<file path="config.mk">
export PLATFORM = sky130hd
export DESIGN_NAME = strassen_seq_mac
export DESIGN_NICKNAME = d
export VERILOG_FILES = /design/src/rtl/strassen_pkg.sv /design/src/rtl/strassen_mul_pipe.sv /design/src/rtl/strassen_seq_mac.sv
export SDC_FILE = /design/constraint.sdc
export NUM_CORES = 2
export LEC_CHECK = 0
export CAP_MARGIN = 20
export CORE_ASPECT_RATIO = 1.4
export CORE_MARGIN = 3
export CORE_UTILIZATION = 28
export DETAILED_ROUTE_END_ITERATION = 8
export PLACE_DENSITY_LB_ADDON = 0.05
export SLEW_MARGIN = 20
export SYNTH_ARGS = -nofsm -noshare
export SYNTH_HDL_FRONTEND = slang
export SYNTH_SLANG_ARGS = --single-unit
</file>
<file path="constraint.sdc">
create_clock -name clk -period 13.6 [get_ports clk]
set_clock_uncertainty 0.05 [all_clocks]
set_input_delay 1.36 -clock clk [delete_from_list [all_inputs] [get_ports clk]]
set_output_delay 1.36 -clock clk [all_outputs]
set_load 0.005 [all_outputs]
</file>
<file path="src/rtl/strassen_pkg.sv">
// Shared types and constants for the Strassen 2x2 sequential multiplier.
// Signed mode is selected with the STRASSEN_SIGNED_EN macro.
package strassen_pkg;

  typedef enum logic [1:0] {
    IDLE,
    ISSUE,
    DRAIN,
    HOLD
  } state_t;

  localparam logic [2:0] M1 = 3'd0;
  localparam logic [2:0] M2 = 3'd1;
  localparam logic [2:0] M3 = 3'd2;
  localparam logic [2:0] M4 = 3'd3;
  localparam logic [2:0] M5 = 3'd4;
  localparam logic [2:0] M6 = 3'd5;
  localparam logic [2:0] M7 = 3'd6;

  // Per-accumulator control: {enable, negate}
  localparam logic [1:0] NOP = 2'b00;
  localparam logic [1:0] ADD = 2'b10;
  localparam logic [1:0] SUB = 2'b11;

  // Accumulation table, fields packed as {C22,C21,C12,C11}
  function automatic logic [7:0] acc_ctl(input logic [2:0] idx);
    logic [7:0] r;
    case (idx)
      M1:      r = {ADD, NOP, NOP, ADD};
      M2:      r = {SUB, ADD, NOP, NOP};
      M3:      r = {ADD, NOP, ADD, NOP};
      M4:      r = {NOP, ADD, NOP, ADD};
      M5:      r = {NOP, NOP, ADD, SUB};
      M6:      r = {ADD, NOP, NOP, NOP};
      M7:      r = {NOP, NOP, NOP, ADD};
      default: r = {NOP, NOP, NOP, NOP};
    endcase
    return r;
  endfunction

  function automatic int ow(input int w);
    return 2 * w + 1;
  endfunction

endpackage

</file>
<file path="src/rtl/strassen_mul_pipe.sv">
// Signed multiplier with LAT registered stages and a valid+tag sideband.
// Valid bits clear on reset so in-flight products are dropped.
module strassen_mul_pipe #(
  parameter int EW  = 18,
  parameter int LAT = 2
) (
  input  logic                   clk,
  input  logic                   rst_n,
  input  logic                   in_valid,
  input  logic [2:0]             in_tag,
  input  logic signed [EW-1:0]   x,
  input  logic signed [EW-1:0]   y,
  output logic                   out_valid,
  output logic [2:0]             out_tag,
  output logic signed [2*EW-1:0] p,
  output logic                   busy
);

  logic [LAT-1:0]          vld;
  logic [2:0]              tag  [LAT];
  logic signed [2*EW-1:0]  prod [LAT];
  logic signed [2*EW-1:0]  xe;
  logic signed [2*EW-1:0]  ye;

  assign xe = {{EW{x[EW-1]}}, x};
  assign ye = {{EW{y[EW-1]}}, y};

  // Valid shift register, cleared by reset
  always_ff @(posedge clk) begin
    if (!rst_n) begin
      vld <= '0;
    end else begin
      vld[0] <= in_valid;
      for (int i = 1; i < LAT; i++)
        vld[i] <= vld[i-1];
    end
  end

  // Product and tag stages
  always_ff @(posedge clk) begin
    tag[0]  <= in_tag;
    prod[0] <= xe * ye;
    for (int i = 1; i < LAT; i++) begin
      tag[i]  <= tag[i-1];
      prod[i] <= prod[i-1];
    end
  end

  assign out_valid = vld[LAT-1];
  assign out_tag   = tag[LAT-1];
  assign p         = prod[LAT-1];
  assign busy      = |vld;

endmodule

</file>
<file path="src/rtl/strassen_seq_mac.sv">
// Sequential 2x2 Strassen multiplier on one shared pipelined multiplier.
// Define STRASSEN_SIGNED_EN for two's complement operands and results.
module strassen_seq_mac
  import strassen_pkg::*;
#(
  parameter int WIDTH   = 16,
  parameter int MUL_LAT = 2
) (
  input  logic                       clk,
  input  logic                       rst_n,
  input  logic                       in_valid,
  output logic                       in_ready,
  input  logic [4*WIDTH-1:0]         a_i,
  input  logic [4*WIDTH-1:0]         b_i,
  output logic                       out_valid,
  input  logic                       out_ready,
  output logic [4*(2*WIDTH+1)-1:0]   c_o,
  output logic                       busy
);

  localparam int EW = WIDTH + 2;
  localparam int PW = 2 * EW;
  localparam int AW = 2 * WIDTH + 3;
  localparam int OW = ow(WIDTH);

`ifdef STRASSEN_SIGNED_EN
  function automatic logic signed [EW-1:0] ext(input logic [WIDTH-1:0] v);
    return {{2{v[WIDTH-1]}}, v};
  endfunction
`else
  function automatic logic signed [EW-1:0] ext(input logic [WIDTH-1:0] v);
    return {2'b00, v};
  endfunction
`endif

  state_t state_q;
  state_t state_d;
  logic [2:0]          k_q;
  logic [4*WIDTH-1:0]  a_q;
  logic [4*WIDTH-1:0]  b_q;
  logic signed [AW-1:0] acc [4];
  logic accept;
  logic issue;

  logic signed [EW-1:0] a11, a12, a21, a22;
  logic signed [EW-1:0] b11, b12, b21, b22;
  logic signed [EW-1:0] x, y;

  logic                 pv;
  logic [2:0]           ptag;
  logic signed [PW-1:0] p;
  logic                 pipe_busy;
  logic [7:0]           ctl;
  logic signed [AW-1:0] pe;
  logic                 unused_bits;

  assign a11 = ext(a_q[0*WIDTH +: WIDTH]);
  assign a12 = ext(a_q[1*WIDTH +: WIDTH]);
  assign a21 = ext(a_q[2*WIDTH +: WIDTH]);
  assign a22 = ext(a_q[3*WIDTH +: WIDTH]);
  assign b11 = ext(b_q[0*WIDTH +: WIDTH]);
  assign b12 = ext(b_q[1*WIDTH +: WIDTH]);
  assign b21 = ext(b_q[2*WIDTH +: WIDTH]);
  assign b22 = ext(b_q[3*WIDTH +: WIDTH]);

  assign accept = in_valid & in_ready;
  assign busy   = (state_q != IDLE);

  // State register
  always_ff @(posedge clk) begin
    if (!rst_n) state_q <= IDLE;
    else        state_q <= state_d;
  end

  // Next state and handshake outputs
  always_comb begin
    state_d   = state_q;
    in_ready  = 1'b0;
    out_valid = 1'b0;
    issue     = 1'b0;
    unique case (state_q)
      IDLE: begin
        in_ready = 1'b1;
        if (in_valid) state_d = ISSUE;
      end
      ISSUE: begin
        issue = 1'b1;
        if (k_q == M7) state_d = DRAIN;
      end
      DRAIN: begin
        if (!pipe_busy) state_d = HOLD;
      end
      HOLD: begin
        out_valid = 1'b1;
        if (out_ready) state_d = IDLE;
      end
      default: state_d = IDLE;
    endcase
  end

  // Product counter and operand capture
  always_ff @(posedge clk) begin
    if (!rst_n) begin
      k_q <= '0;
      a_q <= '0;
      b_q <= '0;
    end else if (accept) begin
      k_q <= '0;
      a_q <= a_i;
      b_q <= b_i;
    end else if (issue) begin
      k_q <= k_q + 3'd1;
    end
  end

  // Operand pair for the product being issued
  always_comb begin
    x = '0;
    y = '0;
    case (k_q)
      M1: begin x = a11 + a22; y = b11 + b22; end
      M2: begin x = a21 + a22; y = b11;       end
      M3: begin x = a11;       y = b12 - b22; end
      M4: begin x = a22;       y = b21 - b11; end
      M5: begin x = a11 + a12; y = b22;       end
      M6: begin x = a21 - a11; y = b11 + b12; end
      M7: begin x = a12 - a22; y = b21 + b22; end
      default: begin x = '0; y = '0; end
    endcase
  end

  strassen_mul_pipe #(
    .EW  (EW),
    .LAT (MUL_LAT)
  ) u_mul (
    .clk       (clk),
    .rst_n     (rst_n),
    .in_valid  (issue),
    .in_tag    (k_q),
    .x         (x),
    .y         (y),
    .out_valid (pv),
    .out_tag   (ptag),
    .p         (p),
    .busy      (pipe_busy)
  );

  assign ctl = acc_ctl(ptag);
  assign pe  = p[AW-1:0];

  // Accumulate each returning product into its targets
  always_ff @(posedge clk) begin
    if (!rst_n || accept) begin
      for (int j = 0; j < 4; j++) acc[j] <= '0;
    end else if (pv) begin
      for (int j = 0; j < 4; j++) begin
        if (ctl[2*j+1])
          acc[j] <= ctl[2*j] ? acc[j] - pe : acc[j] + pe;
      end
    end
  end

  // Results are the low OW bits of each accumulator
  always_comb begin
    c_o = '0;
    for (int j = 0; j < 4; j++)
      c_o[j*OW +: OW] = acc[j][OW-1:0];
  end

  assign unused_bits = ^{p[PW-1:AW], acc[0][AW-1:OW], acc[1][AW-1:OW],
                         acc[2][AW-1:OW], acc[3][AW-1:OW]};

endmodule

</file>
==> out/metrics.csv <==
metric,value,unit
setup_violations,0,
final-seq-area,8110,µm²
synth_compound_area_share,15.7,%
crit_top_cell,fa_1,
fmax,93.2,MHz
netlist.area_leader.share,17.5,%
htreeDepth,2,
clk_path_buf_depth,3,
fin_crit_sh,78.9,%
p_leak,18.8,nW
dp_hpwl,104000,µm
clkTransAtPathRegs,0.06,ns
overflow,0,
rsz0062_at_grt,false,
drt-total-wl,122000,µm
ys_warn_count,0,
die_h,433,µm
numCtsBuffers,43,
postSynthNetCount,5130,
async_flop_share,0,%
post_cts_buffers,0,
final_cells,6297,
vias,29738,
final.min_clock_period,10.73,ns
synthSimpleGateAreaFrac,17.4,%
synth-edff-count,132,
nFillCells,13629,
io_pins,267,
worstSetupEndpointType,flop,
grt_max_degree,82,
hold_viol,0,
path_class,flop to flop,
cts_tree,built,
slew_headroom,25.3,%
dieArea,134000,µm²
antenna_found_initial,1,
grt_use_total,17.9,%
synth_area_leaders,"fa_1, ha_1, dfxtp_1, edfxtp_1, nand2_1",
tightest_slew,1.11,ns
clk_latency,0.61,ns
numPortBuffers,266,
design_area,42600,µm²
cts_resized,0,
setup_tns,0,ns
worst-path-buf-inv,8,
ir_worst_vdd,0.127,mV
drv_slew,0,
worst_slack,2.87,ns
placed_cells,6216,
synth_mux_area_share,0.330,%
status,finished clean,
synth_xor_area_share,7.68,%
required,14.03,ns
worstPathMaxFanout,42,
pre_cts_ws,2.88,ns
final_layout_size_suffix_gt1_share,4.16,%
crit_slowest_cell,fa_1,
grt_pass1_wl,187000,µm
multiInputGateArea,25800,µm²
avgSynthCellArea,8.41,µm²
cap_violations,0,
viasPerCell,4.72,
netlist_area,36400,µm²
die_w,311,µm
clockRootBuffer,clkbuf_16,
yosys.area_share.adder,29.7,%
fp.coreArea,128000,µm²
power_density,249,nW/µm²
drt-wirelength-per-cell,19.4,µm
yosysTopAreaCell,fa_1,
drc,0,
arrival,11.16,ns
ant_nets,0,
critPathLaunchType,flop,
synth_flop_cell,dfxtp_1,
ys_seq_area_share,22.3,%
grt_pass1_vias,31781,
path_delay_family,compound AO/OA/AOI/OAI gates,
placed_cell_area,41100,µm²
syn_to_final_growth,16.9,%
synth_top_family_by_area,adder cells,
cp_slowest_stage_delay,0.57,ns
initial_core_util,28.4,%
globalplace.congestion,0.866,
firstDrtPassIters,5,
ys_seq_elements,339,
hp-class,flop to flop,
drt_iter0_drc,1157,
syn_inst,4325,
post_synth_num_cell_types,80,
rows,155,
cts.sinks,339,
fin_nets,5339,
ctsHoldBuffers,0,
## final cells by class
cell class	instances	area share [%]
Tap cell	1727	5.08
Clock inverter	19	0.365
Antenna cell	1	0.00588
Timing Repair Buffer	313	7.09
Sequential cell	339	19.1
Inverter	521	4.60
Clock buffer	61	3.09
Multi-Input combinational cell	3316	60.7
## cell usage in the layout, fill, tap and decap left out, drive strengths merged, types with 42 or more instances in the layout
| cell | n |
|---|---|
| nor2b | 54 |
| dfxtp | 207 |
| ha | 355 |
| nand2 | 611 |
| o21a | 42 |
| xor2 | 133 |
| clkdlybuf4s50 | 266 |
| buf | 47 |
| edfxtp | 132 |
| inv | 522 |
| clkbuf | 61 |
| o21ai | 170 |
| a21oi | 300 |
| nand2b | 53 |
| nand3 | 42 |
| and2 | 46 |
| a21o | 106 |
| fa | 318 |
| xnor2 | 186 |
| nor2 | 383 |
| nor3 | 70 |
## routing by layer
| layer | vias to the layer above | share of wire, % | routed length [µm] | track usage (%) |
|---|---|---|---|---|
| met5 | - | 0 | 0 | 0 |
| met2 | 500 | 54 | 65900 | 35.6 |
| li1 | 14870 | - | - | - |
| met1 | 14222 | 40 | 49100 | 20.0 |
| met4 | 0 | 3.0 | 3720 | 5.25 |
| met3 | 146 | 2.7 | 3320 | 1.61 |
## worst reg2reg max path: cells and delay by family, from the launching register on
kind	cells	cell delay [ns]
flip-flops	1	0.36
adder cells (fa/ha/maj)	9	3.98
AND/OR/NAND/NOR	5	0.66
AO/OA/AOI/OAI	16	4.25
buffers and inverters	8	1.13
XOR/XNOR	2	0.19
## power by group
part	switching [mW]	total (mW)	internal (mW)
logic	4.64	7.77	3.13
clock network	0.509	1.19	0.682
registers	0.287	1.66	1.37
total	5.44	10.6	5.18
## flip-flops by register name, indices dropped and copies added (netlist names)
register and count:
k_q 3, b_q 64, u_mul.prod 66, u_mul.tag 6, acc 132, a_q 64
u_mul.vld 2, state_q 2
## path summary, 6_finish.rpt
| check | from | to | slack (ns) | depth (start not counted) |
|---|---|---|---|---|
| setup / recovery | k_q[0]$_SDFFE_PP0P_ | u_mul.prod[0][32]$_DFF_P_ | 2.87 | 40 |
| hold / removal | u_mul.prod[0][7]$_DFF_P_ | u_mul.prod[0][43]$_DFF_P_ | 0.26 | 0 |
| setup reg to reg | k_q[0]$_SDFFE_PP0P_ | u_mul.prod[0][32]$_DFF_P_ | 2.87 | 40 |
| hold reg to reg | u_mul.prod[0][7]$_DFF_P_ | u_mul.prod[0][43]$_DFF_P_ | 0.26 | 0 |
## metrics by stage
step           hold slack, ns  utilization [%]  power, mW
6_report                0.263             33.2       10.6
5_1_grt                 0.268             33.2       11.8
4_1_cts                 0.262             33.2       10.8
3_5_place_dp            0.262             32.0       9.57
3_3_place_gp            0.261             32.0       9.60
2_1_floorplan           0.260                -       7.26
## kinds of logic (layout without fill, tap and decap cells)
kind of cell	count (synthesis)	in the layout
AOI/OAI and AO/OA	899	899
xor gates and xnor gates	319	319
adders and majority gates	673	673
buffers and inverters	670	914
DFF	339	339
muxes	12	12
other	0	1
and+or+nand+nor	1413	1413
## synth_stat cells, drive strengths merged, types with 46 or more instances
| cell type | instances |
|---|---|
| a21o | 106 |
| a21oi | 300 |
| and2 | 46 |
| clkbuf | 137 |
| dfxtp | 207 |
| edfxtp | 132 |
| fa | 318 |
| ha | 355 |
| inv | 519 |
| nand2 | 611 |
| nand2b | 53 |
| nor2 | 383 |
| nor2b | 54 |
| nor3 | 70 |
| o21ai | 170 |
| xnor2 | 186 |
| xor2 | 133 |
Power figures use the tool's default switching activity.
==> RTL change (same settings) <==
Remove the case item `M5` of the case on `k_q`.
--- a/src/rtl/strassen_seq_mac.sv
+++ b/src/rtl/strassen_seq_mac.sv
@@ -124,3 +124,2 @@
       M4: begin x = a22;       y = b21 - b11; end
-      M5: begin x = a11 + a12; y = b22;       end
       M6: begin x = a21 - a11; y = b11 + b12; end
Formal check against the unedited RTL: same outputs for any inputs over 4 cycles, from zero or initial values and one cycle with rst_n low; that may be too few to reach the edited logic, so the function may still have changed.
==> RTL change against the original RTL <==
  * Power is 2.6% lower
  * Combinational power is 3.9% lower
  * Setup slack worse by 360 ps
  * Via count is 1.2% lower
  * Sequential cell count stayed put
  * Fmax is 3.2% lower
  * Die area is 2.0% lower
  * Final area is 1.8% lower
  * Area after synthesis is 2.0% lower
  * Wire length is 5.3% higher
  * Largest power group unchanged
==> RTL change: results <==
export IMPL_slowest_delay_ps=640
export IMPL_grt_pass1_vias=30744
export IMPL_avgViaCountPerCell=4.81
export IMPL_met3_usage=0.0186
export IMPL_ys_seq_area_frac=0.227
export IMPL_worst_hold_startpoint="u_mul.prod[0][27]"
export IMPL_yosys_top_cells_count="620 x nand2_1, 537 x inv_1, 340 x ha_1"
export IMPL_fin_nets=5220
export IMPL_crit_family="adder cells"
export IMPL_grt_antenna_before_repair=0
export IMPL_place_hpwl_mm=107
export IMPL_gr_usage_met1=0.214
export IMPL_antenna_cells=0
export IMPL_cts_made_buffers=44
export IMPL_cp_slowest_cell="a221oi_1"
export IMPL_nFillCells=13319
export IMPL_crit_fanout=25
export IMPL_worstPathArrival_ps=11540
export IMPL_tightestPinTransition_ps=1110
export IMPL_grt_max_degree=79
export IMPL_leakagePower_nw=18.5
export IMPL_reg2reg_slack_ps=2510
export IMPL_drt_initial_drc_count=1526
export IMPL_status="complete, no violations"
export IMPL_netlist_top_cells_area="fa_1 18%, ha_1 12%, dfxtp_1 12%, edfxtp_1 11%, nand2_1 6.5%"
export IMPL_grt_total_usage=0.193
export IMPL_ir_drop_v=0.000101
[RTL change: cell types whose count changed in the layout (fill, tap and decap cells not counted), sizes merged, moves of 9 or more]
cell	unedited run	this run
nor2	383	326
ha	355	340
nand2	611	621
inv	522	542
o211ai	23	11
a221oi	15	6
or4	11	2
a21oi	300	320
or3	35	21
[RTL change: layout make-up]
cell class                      count  area, sq um  area share
Clock inverter                     18          154     0.00368
Timing Repair Buffer              316         3040      0.0727
Clock buffer                       63         1360      0.0326
Tap cell                         1638         2050      0.0491
Inverter                          539         2030      0.0485
Multi-Input combinational cell   3191        25000       0.599
Sequential cell                   339         8110       0.194
[RTL change: cells by family (layout without fill, tap and decap cells)]
family,Yosys count,in the layout,share of synthesized area
simple gates,1321,1321,0.166
xor+xnor,314,314,0.0775
mux,17,17,0.00481
flops,339,339,0.227
fa+ha+maj,657,657,0.297
compound gates,882,882,0.154
buf+inv,687,936,0.0725
[RTL change: routing by layer]
layer | up-vias | wire length [um]
met2 | 515 | 70100
met5 | - | 0
li1 | 14454 | -
met1 | 14271 | 50700
met4 | 0 | 4320
met3 | 141 | 3460
[RTL change: report_power, final]
part / total, W / internal [W] / switching, W
Clock: 0.00122 / 0.000705 / 0.000517
Sequential: 0.00165 / 0.00136 / 0.000290
Combinational: 0.00747 / 0.00294 / 0.00453
[RTL change: stage by stage]
stage | instance area, sq um | std cells | worst slack, ps | hold WS [ps]
floorplan | 35700 | 4217 | 4100 | 260
global placement | 40200 | 6023 | 2670 | 260
detailed placement | 40300 | 6023 | 2420 | 262
CTS | 41800 | 6104 | 2340 | 266
global route | 41800 | 6104 | 1880 | 273
finish | 41800 | 6104 | 2510 | 268
